<file path="config.mk">
export PLATFORM = sky130hd
export DESIGN_NAME = axis_vga_out_flat
export DESIGN_NICKNAME = d
export VERILOG_FILES = /design/src/rtl/axis_vga_out_if.sv /design/src/rtl/axis_vga_out.sv /design/src/flat_wrapper.sv
export SDC_FILE = /design/constraint.sdc
export NUM_CORES = 1
export LEC_CHECK = 0
export CORE_AREA = 2 2 245 198
export CTS_CLUSTER_DIAMETER = 120
export DETAILED_ROUTE_END_ITERATION = 6
export DIE_AREA = 0 0 247 200
export SYNTH_ARGS = -nofsm -noshare
export SYNTH_HDL_FRONTEND = slang
export SYNTH_SLANG_ARGS = --single-unit
</file>
<file path="constraint.sdc">
create_clock -name clk_i -period 8.5 [get_ports clk_i]
set_clock_uncertainty 0.2 [all_clocks]
set_input_delay 2.55 -clock clk_i [delete_from_list [all_inputs] [get_ports clk_i]]
set_output_delay 2.55 -clock clk_i [all_outputs]
set_load 0.05 [all_outputs]
</file>
<file path="src/rtl/axis_vga_out_if.sv">
// AXI4-Stream pixel channel feeding the VGA output stage.
// Carries one pixel per beat; tuser marks frame start, tlast marks line end.
interface axis_vga_out_if #(
    parameter int DATA_W = 32
);
    logic              tvalid;
    logic              tready;
    logic [DATA_W-1:0] tdata;
    logic              tuser;
    logic              tlast;

    modport master (output tvalid, tdata, tuser, tlast, input tready);
    modport slave  (input tvalid, tdata, tuser, tlast, output tready);
endinterface

</file>
<file path="src/rtl/axis_vga_out.sv">
// AXI4-Stream to VGA output stage: timing generator, show-ahead pixel FIFO, SOF lock FSM.
// Latency: all VGA outputs registered one cycle after the counter state that produces them.
// Backpressure: tready = !full (1 while searching, dropping non-SOF beats); optional VGA_TEST_PATTERN_EN bars.
module axis_vga_out #(
    parameter int COLOR_W    = 8,
    parameter int DATA_W     = 32,
    parameter int H_ACTIVE   = 640,
    parameter int H_FP       = 16,
    parameter int H_SYNC     = 96,
    parameter int H_BP       = 48,
    parameter int V_ACTIVE   = 480,
    parameter int V_FP       = 10,
    parameter int V_SYNC     = 2,
    parameter int V_BP       = 33,
    parameter int SYNC_POL   = 0,
    parameter int FIFO_DEPTH = 16
) (
    input  logic               clk_i,
    input  logic               rst_i,
    axis_vga_out_if.slave      s_axis,
    output logic [COLOR_W-1:0] vga_r_o,
    output logic [COLOR_W-1:0] vga_g_o,
    output logic [COLOR_W-1:0] vga_b_o,
    output logic               hsync_o,
    output logic               vsync_o,
    output logic               vid_blank_o,
    output logic               locked_o,
    output logic               underflow_o,
    output logic               frame_start_o
);
    localparam int H_TOTAL = H_ACTIVE + H_FP + H_SYNC + H_BP;
    localparam int V_TOTAL = V_ACTIVE + V_FP + V_SYNC + V_BP;
    localparam int HW      = $clog2(H_TOTAL + 1);
    localparam int VW      = $clog2(V_TOTAL + 1);
    localparam int PIX_W   = 3 * COLOR_W;
    localparam int ENT_W   = PIX_W + 2;
    localparam int AW      = $clog2(FIFO_DEPTH);

    localparam logic [HW-1:0] H_LAST     = HW'(H_TOTAL - 1);
    localparam logic [HW-1:0] H_ACT      = HW'(H_ACTIVE);
    localparam logic [HW-1:0] H_ACT_LAST = HW'(H_ACTIVE - 1);
    localparam logic [HW-1:0] HS_BEG     = HW'(H_ACTIVE + H_FP);
    localparam logic [HW-1:0] HS_END     = HW'(H_ACTIVE + H_FP + H_SYNC);
    localparam logic [VW-1:0] V_LAST     = VW'(V_TOTAL - 1);
    localparam logic [VW-1:0] V_ACT      = VW'(V_ACTIVE);
    localparam logic [VW-1:0] VS_BEG     = VW'(V_ACTIVE + V_FP);
    localparam logic [VW-1:0] VS_END     = VW'(V_ACTIVE + V_FP + V_SYNC);
    localparam logic [AW:0]   FULL_CNT   = (AW + 1)'(FIFO_DEPTH);
    localparam logic [AW:0]   CNT_ONE    = (AW + 1)'(1);
    localparam logic          SYNC_ON    = (SYNC_POL != 0);

    typedef enum logic [1:0] {ST_SEARCH, ST_WAIT_FRAME, ST_LOCKED} state_t;

    state_t             state_q, state_d;
    logic [HW-1:0]      h_cnt_q, h_cnt_d;
    logic [VW-1:0]      v_cnt_q, v_cnt_d;
    logic [AW-1:0]      wr_ptr_q, wr_ptr_d, rd_ptr_q, rd_ptr_d, wr_addr;
    logic [AW:0]        cnt_q, cnt_d;
    logic [ENT_W-1:0]   mem_q [FIFO_DEPTH];
    logic [COLOR_W-1:0] r_q, r_d, g_q, g_d, b_q, b_d;
    logic [COLOR_W-1:0] bg_r, bg_g, bg_b;
    logic               hsync_q, hsync_d, vsync_q, vsync_d;
    logic               blank_q, blank_d, uf_q, uf_d, fs_q, fs_d;
    logic               full, empty, accept, wr_en, pop, err, flush;
    logic               active, at_origin, at_frame_end;
    logic [ENT_W-1:0]   wr_ent, head;
    logic [DATA_W-1:0]  unused_tdata;

    assign full          = (cnt_q == FULL_CNT);
    assign empty         = (cnt_q == '0);
    assign s_axis.tready = !rst_i && ((state_q == ST_SEARCH) || !full);
    assign accept        = s_axis.tvalid && s_axis.tready;
    assign wr_ent        = {s_axis.tlast, s_axis.tuser, s_axis.tdata[PIX_W-1:0]};
    assign head          = mem_q[rd_ptr_q];
    assign unused_tdata  = s_axis.tdata;

`ifdef VGA_TEST_PATTERN_EN
    logic [2:0] bar;
    always_comb begin
        bar  = 3'((32'(h_cnt_q) * 32'd8) / H_ACTIVE);
        bg_r = {COLOR_W{bar[0]}};
        bg_g = {COLOR_W{bar[1]}};
        bg_b = {COLOR_W{bar[2]}};
    end
`else
    assign bg_r = '0;
    assign bg_g = '0;
    assign bg_b = '0;
`endif

    always_comb begin
        h_cnt_d = h_cnt_q + HW'(1);
        v_cnt_d = v_cnt_q;
        if (h_cnt_q == H_LAST) begin
            h_cnt_d = '0;
            v_cnt_d = (v_cnt_q == V_LAST) ? '0 : v_cnt_q + VW'(1);
        end

        active       = (h_cnt_q < H_ACT) && (v_cnt_q < V_ACT);
        at_origin    = (h_cnt_q == '0) && (v_cnt_q == '0);
        at_frame_end = (h_cnt_q == H_LAST) && (v_cnt_q == V_LAST);

        state_d = state_q;
        wr_en   = 1'b0;
        pop     = 1'b0;
        err     = 1'b0;
        flush   = 1'b0;
        case (state_q)
            ST_SEARCH: begin
                flush = 1'b1;
                wr_en = accept && s_axis.tuser;
                if (wr_en) state_d = ST_WAIT_FRAME;
            end
            ST_WAIT_FRAME: begin
                wr_en = accept;
                if (at_frame_end && !empty) state_d = ST_LOCKED;
            end
            ST_LOCKED: begin
                wr_en = accept;
                if (active) begin
                    if (empty) begin
                        err = 1'b1;
                    end else begin
                        pop = 1'b1;
                        // SOF must land exactly on (0,0); EOL only on the last active column.
                        err = (head[PIX_W] != at_origin) ||
                              (head[PIX_W+1] && (h_cnt_q != H_ACT_LAST));
                    end
                end
                if (err) begin
                    flush   = 1'b1;
                    wr_en   = 1'b0;
                    state_d = ST_SEARCH;
                end
            end
            default: state_d = ST_SEARCH;
        endcase

        // A flush restarts the FIFO at slot 0, so a SOF beat taken while searching lands there.
        wr_addr = flush ? '0 : wr_ptr_q;
        if (flush) begin
            wr_ptr_d = wr_en ? AW'(1) : '0;
            rd_ptr_d = '0;
            cnt_d    = wr_en ? CNT_ONE : '0;
        end else begin
            wr_ptr_d = wr_ptr_q + AW'(wr_en);
            rd_ptr_d = rd_ptr_q + AW'(pop);
            cnt_d    = cnt_q + (AW + 1)'(wr_en) - (AW + 1)'(pop);
        end

        r_d = '0;
        g_d = '0;
        b_d = '0;
        if (active) begin
            if (state_q == ST_LOCKED) begin
                if (!err) {b_d, g_d, r_d} = head[PIX_W-1:0];
            end else begin
                r_d = bg_r;
                g_d = bg_g;
                b_d = bg_b;
            end
        end
        hsync_d = ((h_cnt_q >= HS_BEG) && (h_cnt_q < HS_END)) ? SYNC_ON : !SYNC_ON;
        vsync_d = ((v_cnt_q >= VS_BEG) && (v_cnt_q < VS_END)) ? SYNC_ON : !SYNC_ON;
        blank_d = active;
        uf_d    = err;
        fs_d    = (state_q == ST_LOCKED) && active && at_origin && !err;
    end

    always_ff @(posedge clk_i) begin
        if (rst_i) begin
            state_q  <= ST_SEARCH;
            h_cnt_q  <= '0;
            v_cnt_q  <= '0;
            wr_ptr_q <= '0;
            rd_ptr_q <= '0;
            cnt_q    <= '0;
            r_q      <= '0;
            g_q      <= '0;
            b_q      <= '0;
            hsync_q  <= !SYNC_ON;
            vsync_q  <= !SYNC_ON;
            blank_q  <= 1'b0;
            uf_q     <= 1'b0;
            fs_q     <= 1'b0;
        end else begin
            state_q  <= state_d;
            h_cnt_q  <= h_cnt_d;
            v_cnt_q  <= v_cnt_d;
            wr_ptr_q <= wr_ptr_d;
            rd_ptr_q <= rd_ptr_d;
            cnt_q    <= cnt_d;
            r_q      <= r_d;
            g_q      <= g_d;
            b_q      <= b_d;
            hsync_q  <= hsync_d;
            vsync_q  <= vsync_d;
            blank_q  <= blank_d;
            uf_q     <= uf_d;
            fs_q     <= fs_d;
        end
    end

    always_ff @(posedge clk_i) begin
        if (wr_en) mem_q[wr_addr] <= wr_ent;
    end

    assign vga_r_o       = r_q;
    assign vga_g_o       = g_q;
    assign vga_b_o       = b_q;
    assign hsync_o       = hsync_q;
    assign vsync_o       = vsync_q;
    assign vid_blank_o   = blank_q;
    assign locked_o      = (state_q == ST_LOCKED);
    assign underflow_o   = uf_q;
    assign frame_start_o = fs_q;
endmodule

</file>
<file path="src/flat_wrapper.sv">
// flat-port wrapper written by rule: the top's interface ports become plain ports
module axis_vga_out_flat 
#(
    parameter int COLOR_W    = 8,
    parameter int DATA_W     = 32,
    parameter int H_ACTIVE   = 640,
    parameter int H_FP       = 16,
    parameter int H_SYNC     = 96,
    parameter int H_BP       = 48,
    parameter int V_ACTIVE   = 480,
    parameter int V_FP       = 10,
    parameter int V_SYNC     = 2,
    parameter int V_BP       = 33,
    parameter int SYNC_POL   = 0,
    parameter int FIFO_DEPTH = 16
)
  (clk_i, rst_i, vga_r_o, vga_g_o, vga_b_o, hsync_o, vsync_o, vid_blank_o, locked_o, underflow_o, frame_start_o, s_axis_tvalid, s_axis_tdata, s_axis_tuser, s_axis_tlast, s_axis_tready);
  axis_vga_out_if #(.DATA_W(DATA_W)) s_axis_i ();
  input  logic clk_i;
  input  logic rst_i;
  output logic [COLOR_W-1:0] vga_r_o;
  output logic [COLOR_W-1:0] vga_g_o;
  output logic [COLOR_W-1:0] vga_b_o;
  output logic hsync_o;
  output logic vsync_o;
  output logic vid_blank_o;
  output logic locked_o;
  output logic underflow_o;
  output logic frame_start_o;
  input wire logic [$bits(s_axis_i.tvalid)-1:0] s_axis_tvalid;
  input wire logic [$bits(s_axis_i.tdata)-1:0] s_axis_tdata;
  input wire logic [$bits(s_axis_i.tuser)-1:0] s_axis_tuser;
  input wire logic [$bits(s_axis_i.tlast)-1:0] s_axis_tlast;
  output wire logic [$bits(s_axis_i.tready)-1:0] s_axis_tready;
  assign s_axis_i.tvalid = s_axis_tvalid;
  assign s_axis_i.tdata = s_axis_tdata;
  assign s_axis_i.tuser = s_axis_tuser;
  assign s_axis_i.tlast = s_axis_tlast;
  assign s_axis_tready = s_axis_i.tready;
  axis_vga_out #(.COLOR_W(COLOR_W), .DATA_W(DATA_W), .H_ACTIVE(H_ACTIVE), .H_FP(H_FP), .H_SYNC(H_SYNC), .H_BP(H_BP), .V_ACTIVE(V_ACTIVE), .V_FP(V_FP), .V_SYNC(V_SYNC), .V_BP(V_BP), .SYNC_POL(SYNC_POL), .FIFO_DEPTH(FIFO_DEPTH)) u_core (.clk_i(clk_i), .rst_i(rst_i), .s_axis(s_axis_i), .vga_r_o(vga_r_o), .vga_g_o(vga_g_o), .vga_b_o(vga_b_o), .hsync_o(hsync_o), .vsync_o(vsync_o), .vid_blank_o(vid_blank_o), .locked_o(locked_o), .underflow_o(underflow_o), .frame_start_o(frame_start_o));
endmodule
</file>
==> results of run 1 <==
[Yosys cell counts, drive strengths merged, types with 4 or more instances]
cell | instances | area (um2)
a21boi | 4 | 33.78
a21oi | 16 | 110.1
and3 | 4 | 25.02
and4 | 4 | 35.03
buf | 27 | 183.9
clkbuf | 19 | 71.32
dfxtp | 64 | 1281
edfxtp | 416 | 12490
ha | 14 | 175.2
inv | 17 | 63.81
mux2 | 4 | 45.04
mux2i | 5 | 53.80
mux4 | 126 | 2841
nand2 | 11 | 41.29
nand2b | 11 | 68.82
nand3 | 10 | 50.05
nand4 | 10 | 68.81
nor2 | 34 | 127.6
nor2b | 25 | 161.4
nor3 | 15 | 80.08
nor4 | 10 | 75.07
nor4b | 5 | 43.79
o21ai | 5 | 25.02
xnor2 | 11 | 96.34
xor2 | 13 | 121.4
[placed cells by master (no fill, tap or decap), types with 10 or more instances in the layout]
cell type,n
nor2b_1,23
inv_1,17
nand2_1,11
ha_1,14
mux4_2,125
edfxtp_1,416
clkbuf_16,48
xnor2_1,11
nor3_2,10
buf_4,32
clkdlybuf4s50_1,59
xor2_1,12
clkbuf_1,17
nand2b_1,11
dfxtp_1,60
nand3_1,10
nor2_1,34
[through the flow]
step,power [mW],instance area [um2]
after global routing,4.889,21630
after floorplan,2.652,18610
after detailed placement,2.702,20080
final,4.736,21630
after CTS,4.788,21630
after global placement,2.698,20080
[kinds of logic after synthesis]
group / count (synthesis)
compound gates: 38
xor+xnor: 24
fa+ha+maj: 15
buf+inv: 63
flops: 480
mux: 135
simple gates: 151
[sequential cells by signal, summed over array words and instances (netlist names), 4 cells and up]
| name | count |
|---|---|
| u_core.wr_ptr_q | 4 |
| u_core.cnt_q | 5 |
| u_core.h_cnt_q | 10 |
| u_core.vga_b_o | 8 |
| u_core.vga_r_o | 8 |
| u_core.rd_ptr_q | 4 |
| u_core.mem_q | 416 |
| u_core.vga_g_o | 8 |
| u_core.v_cnt_q | 10 |
[cell type report]
cell class	instances	area, um2	area share
tap	620	775.7	0.03586
clock inverter	16	195.2	0.009023
timing repair buffer	92	850.8	0.03933
inverter	17	63.81	0.002950
sequential	480	13780	0.6371
multi-input combinational	363	4603	0.2128
clock buffer	72	1361	0.06293
[power breakdown]
part           internal (mW)  switching (mW)
logic                 0.0307          0.0507
registers               2.56         0.00471
clock network           1.20           0.881
[critical path: stages]
cell and delay (ns):
clkdlybuf4s50_1 0.40, buf_4 0.21, a21oi_1 0.18, clkdlybuf4s50_1 0.83
[per-layer routing]
metal,GRT usage,share of wire,wire [um],vias to the layer above
met5,0,0.00034,13,-
met4,0.03838,0.016,594,2
met3,0.02968,0.049,1864,51
met2,0.2463,0.46,17640,202
met1,0.2364,0.47,18110,4654
li1,-,-,-,3881
[path summary, 6_finish.rpt]
check	startpoint	endpoint	slack [ns]
setup reg to reg	u_core.rd_ptr_q[1]$_SDFF_PP0_	u_core.mem_q[10][24]$_DFFE_PP_	3.96
setup / recovery	rst_i	s_axis_tready	1.57
hold / removal	u_core.h_cnt_q[0]$_SDFF_PP0_	u_core.h_cnt_q[0]$_SDFF_PP0_	0.28
hold reg to reg	u_core.h_cnt_q[0]$_SDFF_PP0_	u_core.h_cnt_q[0]$_SDFF_PP0_	0.28
==> metrics.txt, run 1 <==
GPL Wtd Cong=0.7865; Compound-Gate Fraction of Synth Area=0.01533; Max VDD drop=156.4 uV; DRT antenna net count=0; worst r2r path cells=6; pin count of the biggest net entering global routing=58; Core Area=46,820 um2; pwr dens=218.9 nW/um2; Worst Max-Slew Pin Slew=1.128 ns; final count of hold timing violations=0; layout cell share with drive strength beyond 1=0.2625; clock tree from TritonCTS=yes; largest family of logic cells by synthesized area=multiplexers; die height=200 um; Cells on Worst Hold Path=1; PostCTS Resize Cnt=0; crit path DAT=4.18 ns; critical path launch point type=input port; pre-CTS WS=1.496 ns; Mean Syn Cell Area=20.54 um2; Tmin final=6.932 ns; first-pass GRT wire length=57.95 mm; Inserted Clock Buffers=47; ys flop type=edfxtp_1; clock net sink count=480; # nets final=1,053; outcome=finished clean; crit path kind=input port to output port; H-tree depth=2; WP data required=5.75 ns; RSZ-0062 raised after global routing=no; clock-pin slew on the worst setup and hold paths=0.06 ns; sequential area share after synthesis=0.7401; Post-CTS Setup Repair Bufs=0; num rows=71; Post-synth ARST share=0; GR Util All Layers=0.1596; P&R area growth vs syn=16.25%; Final Max Slew Viols=0; initial antenna violation count=1; total number of yosys warnings=0; Seq cells post-synth=480; Synth Area in Simple Gates=0.04720; vias in the first global route=9,026; CTS root buf=clkbuf_16; Hold Path Class=register to register; fillers=3,911; max frequency=144.3 MHz; post-layout util=0.4621; multiplexer share of the synthesized area=0.1580; Synth Cell Area=18,610 um2; Die W=247 um; Syn Nets=958; Worst setup EP type=output port; final WL=38.22 mm; die area=49,400 um2; DR DRC count=0; Clock Latency Late Sink=0.58 ns; # port buffers=59; hold-fix buffers at CTS=0; Synth Area in Adders=0.01049; Starting Density=0.3975; Post-Synth XOR/XNOR Area=0.01170; worst-path fanout max=20; global route overflow=0; MaxCap Viol Count=0; synth unique cells=56; 1st-pass router iterations=5; Non-Filler Instances=1,660; Tcrit/Tclk final=0.8156; relative slew slack=0.2478; Max Root-Sink Buffers=3; DR vias=8,790; Hold Worst Slack=0.2796 ns; Post-Synthesis Cells=906; Setup-failing EPs final=0; leakage=6.642 nW; First DRT Iteration DRCs=674; Post-synth EDFFs=416; WL per Instance=23.02 um; number of antenna diodes=0; DR vias/cell=5.295; I/O pins=68; Fin Setup TNS=0 ns; DP Wirelength=21.33 mm; placed cells=1,572; Worst Slack Setup Final=1.568 ns
Note: power is estimated with default switching activity, not from simulation.
==> run 2: changes to the inputs <==
==> constraint.sdc (replaced) <==
create_clock -name clk_i -period 6.8 [get_ports clk_i]
set_clock_uncertainty 0.2 [all_clocks]
set_input_delay 2.04 -clock clk_i [delete_from_list [all_inputs] [get_ports clk_i]]
set_output_delay 2.04 -clock clk_i [all_outputs]
set_load 0.05 [all_outputs]
==> metrics.txt, run 2 (same netlist as run 1, synthesis figures left out) <==
outcome=finished clean (unchanged); Max VDD drop=214.2 uV (was 156.4 uV); Final Max Slew Viols=0 (unchanged); PostCTS Resize Cnt=0 (unchanged); CTS root buf=clkbuf_16 (unchanged); Core Area=46,820 um2 (unchanged); Clk pwr share=0.433 (was 0.440); placed cells=1,575 (was 1,572); Non-Filler Instances=1,664 (was 1,660); # port buffers=59 (unchanged); Cells on Worst Hold Path=1 (unchanged); die height=200 um (unchanged); crit path kind=input port to output port (unchanged); crit path DAT=3.54 ns (was 4.18 ns); Clock Latency Late Sink=0.58 ns (about the same); DR vias=8,793 (was 8,790); Worst Max-Slew Pin Slew=1.126 ns (was 1.128 ns); I/O pins=68 (unchanged); Post-CTS Setup Repair Bufs=0 (unchanged); WHS Endpoint=u_core.h_cnt_q[0]$_SDFF_PP0_ (unchanged); Fin Setup TNS=0 ns (unchanged); critical path launch point type=input port (unchanged); CP Cell Sequence=clkdlybuf4s50_1 > a21oi_1 > clkdlybuf4s50_1 (was clkdlybuf4s50_1 > buf_4 > a21oi_1 > clkdlybuf4s50_1); Inserted Clock Buffers=48 (was 47); MaxCap Viol Count=0 (unchanged); Seq pwr share=0.550 (was 0.542); RSZ-0062 raised after global routing=no (unchanged); Starting Density=0.3975 (unchanged); Setup-failing EPs final=0 (unchanged); P&R area growth vs syn=16.08% (was 16.25%); final WL=37.84 mm (was 38.22 mm); pwr dens=270.5 nW/um2 (was 218.9 nW/um2); Reg-to-Reg End=u_core.mem_q[7][12]$_DFFE_PP_ (was u_core.mem_q[10][24]$_DFFE_PP_); DR DRC count=0 (unchanged); pre-CTS WS=0.9431 ns (was 1.496 ns); first-pass GRT wire length=57.15 mm (was 57.95 mm); cell family with most CP delay=buffers and inverters (unchanged); leakage=6.630 nW (was 6.642 nW); r2r startpoint=u_core.rd_ptr_q[0]$_SDFF_PP0_ (was u_core.rd_ptr_q[1]$_SDFF_PP0_); max frequency=173.0 MHz; Max Root-Sink Buffers=3 (unchanged); CP max stage delay=0.84 ns (was 0.83 ns); Top reg by flops=u_core.mem_q (unchanged); clock net sink count=480 (unchanged); WL per Instance=22.74 um (was 23.02 um); GR Util All Layers=0.1569 (was 0.1596); combinational power share=0.017 (about the same); hold-fix buffers at CTS=0 (unchanged); First DRT Iteration DRCs=717 (was 674); CP max stage cell=clkdlybuf4s50_1 (unchanged); die area=49,400 um2 (unchanged); H-tree depth=2 (unchanged); Die W=247 um (unchanged); final count of hold timing violations=0 (unchanged); Hold Path Class=register to register (unchanged); clock-pin slew on the worst setup and hold paths=0.06 ns (about the same); Worst Slack Setup Final=1.019 ns (was 1.568 ns); worst reg2reg setup slack=2.70 ns (was 3.96 ns); 1st-pass router iterations=4 (was 5); pin count of the biggest net entering global routing=61 (was 58); P_int=4.671 mW (was 3.799 mW); vias in the first global route=9,039 (was 9,026); most common cell after layout, fill and taps aside=edfxtp_1 (unchanged); global route overflow=0 (unchanged); HP Start=u_core.h_cnt_q[0]$_SDFF_PP0_ (unchanged); # nets final=1,057 (was 1,053); Tcrit/Tclk final=0.8501; DP Wirelength=21.02 mm (was 21.33 mm); switching pwr=1.173 mW (was 936.5 uW); DRT antenna net count=0 (unchanged); number of antenna diodes=0 (unchanged); max reg flops=416 (unchanged); worst r2r path cells=7 (was 6); DR vias/cell=5.284 (was 5.295); CP dominant cell by count=clkdlybuf4s50_1 (unchanged); Worst setup EP type=output port (unchanged); clock tree from TritonCTS=yes (unchanged); relative slew slack=0.2494 (was 0.2478); biggest registers after layout=u_core.mem_q: 416 flops, u_core.h_cnt_q: 10 flops, u_core.v_cnt_q: 10 flops (unchanged); GPL Wtd Cong=0.7646 (was 0.7865); layout cell share with drive strength beyond 1=0.2615 (was 0.2625); num rows=71 (unchanged); sw frac=0.2008 (was 0.1978); initial antenna violation count=2 (was 1); most frequent cells in the layout=edfxtp_1, mux4_2, dfxtp_1 (unchanged); Tmin final=5.781 ns; worst-path fanout max=2 (was 20); WP data required=4.56 ns (was 5.75 ns); Buf+Inv Stages, Crit Path=2 (was 3)
[run 2: metal layers]
layer,routed length [um],share of wire,vias to the layer above,GRT usage
li1,-,-,3893,-
met1,17930,0.47,4653,0.2299
met2,17440,0.46,175,0.2434
met3,1622,0.043,68,0.02767
met4,823,0.022,4,0.04351
met5,26,0.00069,-,0
[run 2: worst max-delay path by stage]
| stage | endpoint | cells after the start | slack (ns) | from |
|---|---|---|---|---|
| final | s_axis_tready | 3 | 1.02 | rst_i |
| after global routing | s_axis_tready | 3 | 0.93 | rst_i |
| after floorplan | u_core.mem_q[1][0]$_DFFE_PP_ | 5 | 0.47 | s_axis_tvalid |
| after detailed placement | s_axis_tready | 3 | 0.94 | rst_i |
| after CTS | s_axis_tready | 3 | 0.93 | rst_i |
| after global placement | s_axis_tready | 3 | 0.91 | rst_i |
[run 2: metrics by stage]
step                      instance area, um2    util  hold WS, ns  power, mW
after floorplan                        18610       -       0.2415      3.315
after global routing                   21600  0.4614       0.3209      6.040
after global placement                 20090  0.4291       0.2598      3.373
after detailed placement               20090  0.4291       0.2672      3.377
final                                  21600  0.4614       0.2732      5.844
after CTS                              21600  0.4614       0.2815      5.910
[run 2: power by group through the flow]
stage | combinational, mW | clock (mW) | sequential (mW)
final | 0.102 | 2.53 | 3.21
after CTS | 0.103 | 2.60 | 3.21
after detailed placement | 0.103 | 0 | 3.27
after floorplan | 0.0414 | 0 | 3.27
after global placement | 0.0996 | 0 | 3.27
after global routing | 0.113 | 2.72 | 3.21
[run 2: final cells by class]
| class | instances | area [um2] |
|---|---|---|
| fillers | 3877 | 25210 |
| flip-flops and latches | 480 | 13780 |
| multi-input cells | 363 | 4603 |
| clock buffers | 75 | 1403 |
| repair buffers | 95 | 860.8 |
| well taps | 620 | 775.7 |
| clock inverters | 14 | 112.6 |
| inverters | 17 | 63.81 |
==> run 3: changes to the inputs <==
--- a/config.mk
+++ b/config.mk
@@ -6,9 +6,11 @@
 export NUM_CORES = 1
 export LEC_CHECK = 0
 export CORE_AREA = 2 2 245 198
+export CTS_BUF_LIST = sky130_fd_sc_hd__clkbuf_8
 export CTS_CLUSTER_DIAMETER = 120
 export DETAILED_ROUTE_END_ITERATION = 6
 export DIE_AREA = 0 0 247 200
+export REMOVE_ABC_BUFFERS = 1
 export SYNTH_ARGS = -nofsm -noshare
 export SYNTH_HDL_FRONTEND = slang
 export SYNTH_SLANG_ARGS = --single-unit
==> metrics.txt, run 3 (same netlist as run 1, synthesis figures left out) <==
Tcrit/Tclk final=0.8316 (was 0.8501); switching pwr=1.181 mW (was 1.173 mW); CP max stage cell=clkdlybuf4s50_1 (unchanged); Fin Setup TNS=0 ns (unchanged); DP Wirelength=20.97 mm (was 21.02 mm); WHS Endpoint=u_core.h_cnt_q[0]$_SDFF_PP0_ (unchanged); crit path DAT=3.41 ns (was 3.54 ns); clock-pin slew on the worst setup and hold paths=0.06 ns (about the same); worst reg2reg setup slack=2.70 ns (about the same); WL per Instance=22.83 um (was 22.74 um); Inserted Clock Buffers=75 (was 48); Die W=247 um (unchanged); max reg flops=416 (unchanged); Worst setup EP type=output port (unchanged); pin count of the biggest net entering global routing=61 (unchanged); final WL=39.06 mm (was 37.84 mm); DRT antenna net count=0 (unchanged); Post-CTS Setup Repair Bufs=0 (unchanged); clock net sink count=480 (unchanged); most common cell after layout, fill and taps aside=edfxtp_1 (unchanged); crit path kind=input port to output port (unchanged); initial antenna violation count=3 (was 2); Worst Max-Slew Pin Slew=1.107 ns (was 1.126 ns); Hold Path Class=register to register (unchanged); Seq pwr share=0.583 (was 0.550); Tmin final=5.655 ns (was 5.781 ns); P_int=4.331 mW (was 4.671 mW); r2r startpoint=u_core.rd_ptr_q[2]$_SDFF_PP0_ (was u_core.rd_ptr_q[0]$_SDFF_PP0_); RSZ-0062 raised after global routing=no (unchanged); worst-path fanout max=2 (unchanged); max frequency=176.8 MHz (was 173.0 MHz); global route overflow=0 (unchanged); MaxCap Viol Count=0 (unchanged); Total Power=5.512 mW (was 5.844 mW); Top reg by flops=u_core.mem_q (unchanged); vias in the first global route=9,509 (was 9,039); PostCTS Resize Cnt=0 (unchanged); most frequent cells in the layout=edfxtp_1, mux4_2, clkbuf_8 (was edfxtp_1, mux4_2, dfxtp_1); DR DRC count=0 (unchanged); area occupied by multi-input gates=4603 um2 (unchanged); die height=200 um (unchanged); layout cell share with drive strength beyond 1=0.2695 (was 0.2615); Starting Density=0.3975 (unchanged); final count of hold timing violations=0 (unchanged); relative slew slack=0.2617 (was 0.2494); # port buffers=59 (unchanged); fillers=3,965 (was 3,877); Setup-failing EPs final=0 (unchanged); post-layout util=0.4577 (was 0.4614); Hold Worst Slack=0.2780 ns (was 0.2732 ns); I/O pins=68 (unchanged); sw frac=0.2143 (was 0.2008); Core Area=46,820 um2 (unchanged); first-pass GRT wire length=59.51 mm (was 57.15 mm); H-tree depth=3 (was 2); GPL Wtd Cong=0.7457 (was 0.7646); Cells on Worst Hold Path=1 (unchanged); die area=49,400 um2 (unchanged); CTS root buf=clkbuf_8 (was clkbuf_16); hold-fix buffers at CTS=0 (unchanged); number of antenna diodes=0 (unchanged); leakage=6.724 nW (was 6.630 nW); combinational power share=0.018 (was 0.017); GR Util All Layers=0.1644 (was 0.1569); Reg area=13,780 um2 (unchanged); Final Max Slew Viols=0 (unchanged); pwr dens=257.2 nW/um2 (was 270.5 nW/um2); worst r2r path cells=8 (was 7); Max Root-Sink Buffers=3 (unchanged); critical path launch point type=input port (unchanged); CP max stage delay=0.82 ns (was 0.84 ns); clock tree from TritonCTS=yes (unchanged); outcome=finished clean (unchanged); 1st-pass router iterations=5 (was 4); biggest registers after layout=u_core.mem_q: 416 flops, u_core.h_cnt_q: 10 flops, u_core.v_cnt_q: 10 flops (unchanged); Reg-to-Reg End=u_core.mem_q[10][23]$_DFFE_PP_ (was u_core.mem_q[7][12]$_DFFE_PP_); Max VDD drop=153.4 uV (was 214.2 uV); CP dominant cell by count=clkdlybuf4s50_1 (unchanged); DR vias/cell=5.283 (was 5.284); CP Cell Sequence=clkdlybuf4s50_1 > a21oi_1 > clkdlybuf4s50_1 (unchanged); First DRT Iteration DRCs=878 (was 717); num rows=71 (unchanged); HP Start=u_core.h_cnt_q[0]$_SDFF_PP0_ (unchanged); Clk pwr share=0.399 (was 0.433); DR vias=9,040 (was 8,793); WP data required=4.56 ns (about the same); Clock Latency Late Sink=0.62 ns (was 0.58 ns); P&R area growth vs syn=15.15% (was 16.08%); # nets final=1,082 (was 1,057)
## run 3: cell types whose count changed in the layout (fill, tap and decap cells not counted), moves of 2 or more
cell and delta:
buf_4 -2, clkbuf_1 -17, clkbuf_16 -48, clkbuf_8 +69, clkinvlp_4 +2, inv_1 +42
## run 3: power by group through the flow
| stage | Clock, mW | Combinational, mW | Sequential (mW) |
|---|---|---|---|
| after global placement | 0 | 0.0996 | 3.27 |
| after CTS | 2.27 | 0.104 | 3.21 |
| after detailed placement | 0 | 0.104 | 3.27 |
| final | 2.20 | 0.102 | 3.21 |
| after global routing | 2.40 | 0.113 | 3.21 |
| after floorplan | 0 | 0.0385 | 3.27 |
## run 3: worst max path at each step
stage / startpoint / end / slack, ns / cells after the start
CTS: rst_i / s_axis_tready / 1.12 / 3
detailed placement: rst_i / s_axis_tready / 1.14 / 3
global route: rst_i / s_axis_tready / 1.08 / 3
floorplan: u_core.rd_ptr_q[0]$_SDFF_PP0_ / u_core.mem_q[1][0]$_DFFE_PP_ / -2.38 / 6
global placement: rst_i / s_axis_tready / 1.15 / 3
finish: rst_i / s_axis_tready / 1.15 / 3
## run 3: cell type report
type	instances	share of cell area
Clock buffer	79	0.05074
Clock inverter	59	0.01261
Inverter	17	0.002978
Multi-Input combinational cell	363	0.2148
Sequential cell	480	0.6432
Tap cell	620	0.03620
Timing Repair Buffer	93	0.03947
## run 3: routing by layer
layer | global-route usage | up-vias | part of all wire
met5 | 0 | - | 0.0011
met2 | 0.2561 | 223 | 0.47
li1 | - | 3968 | -
met1 | 0.2362 | 4771 | 0.46
met3 | 0.03289 | 72 | 0.048
met4 | 0.04752 | 6 | 0.019
## run 3: per-stage QoR
| step | std cells | setup slack [ns] | instance area (um2) |
|---|---|---|---|
| floorplan | 860 | -2.375 | 18350 |
| global placement | 1573 | 1.145 | 20070 |
| detailed placement | 1573 | 1.136 | 20070 |
| CTS | 1711 | 1.123 | 21430 |
| global route | 1711 | 1.083 | 21430 |
| finish | 1711 | 1.145 | 21430 |
## run 3: worst max-delay path: cells and delay by family
kind            cells  cell delay (ns)
compound gates      1             0.13
buf+inv             2             1.24
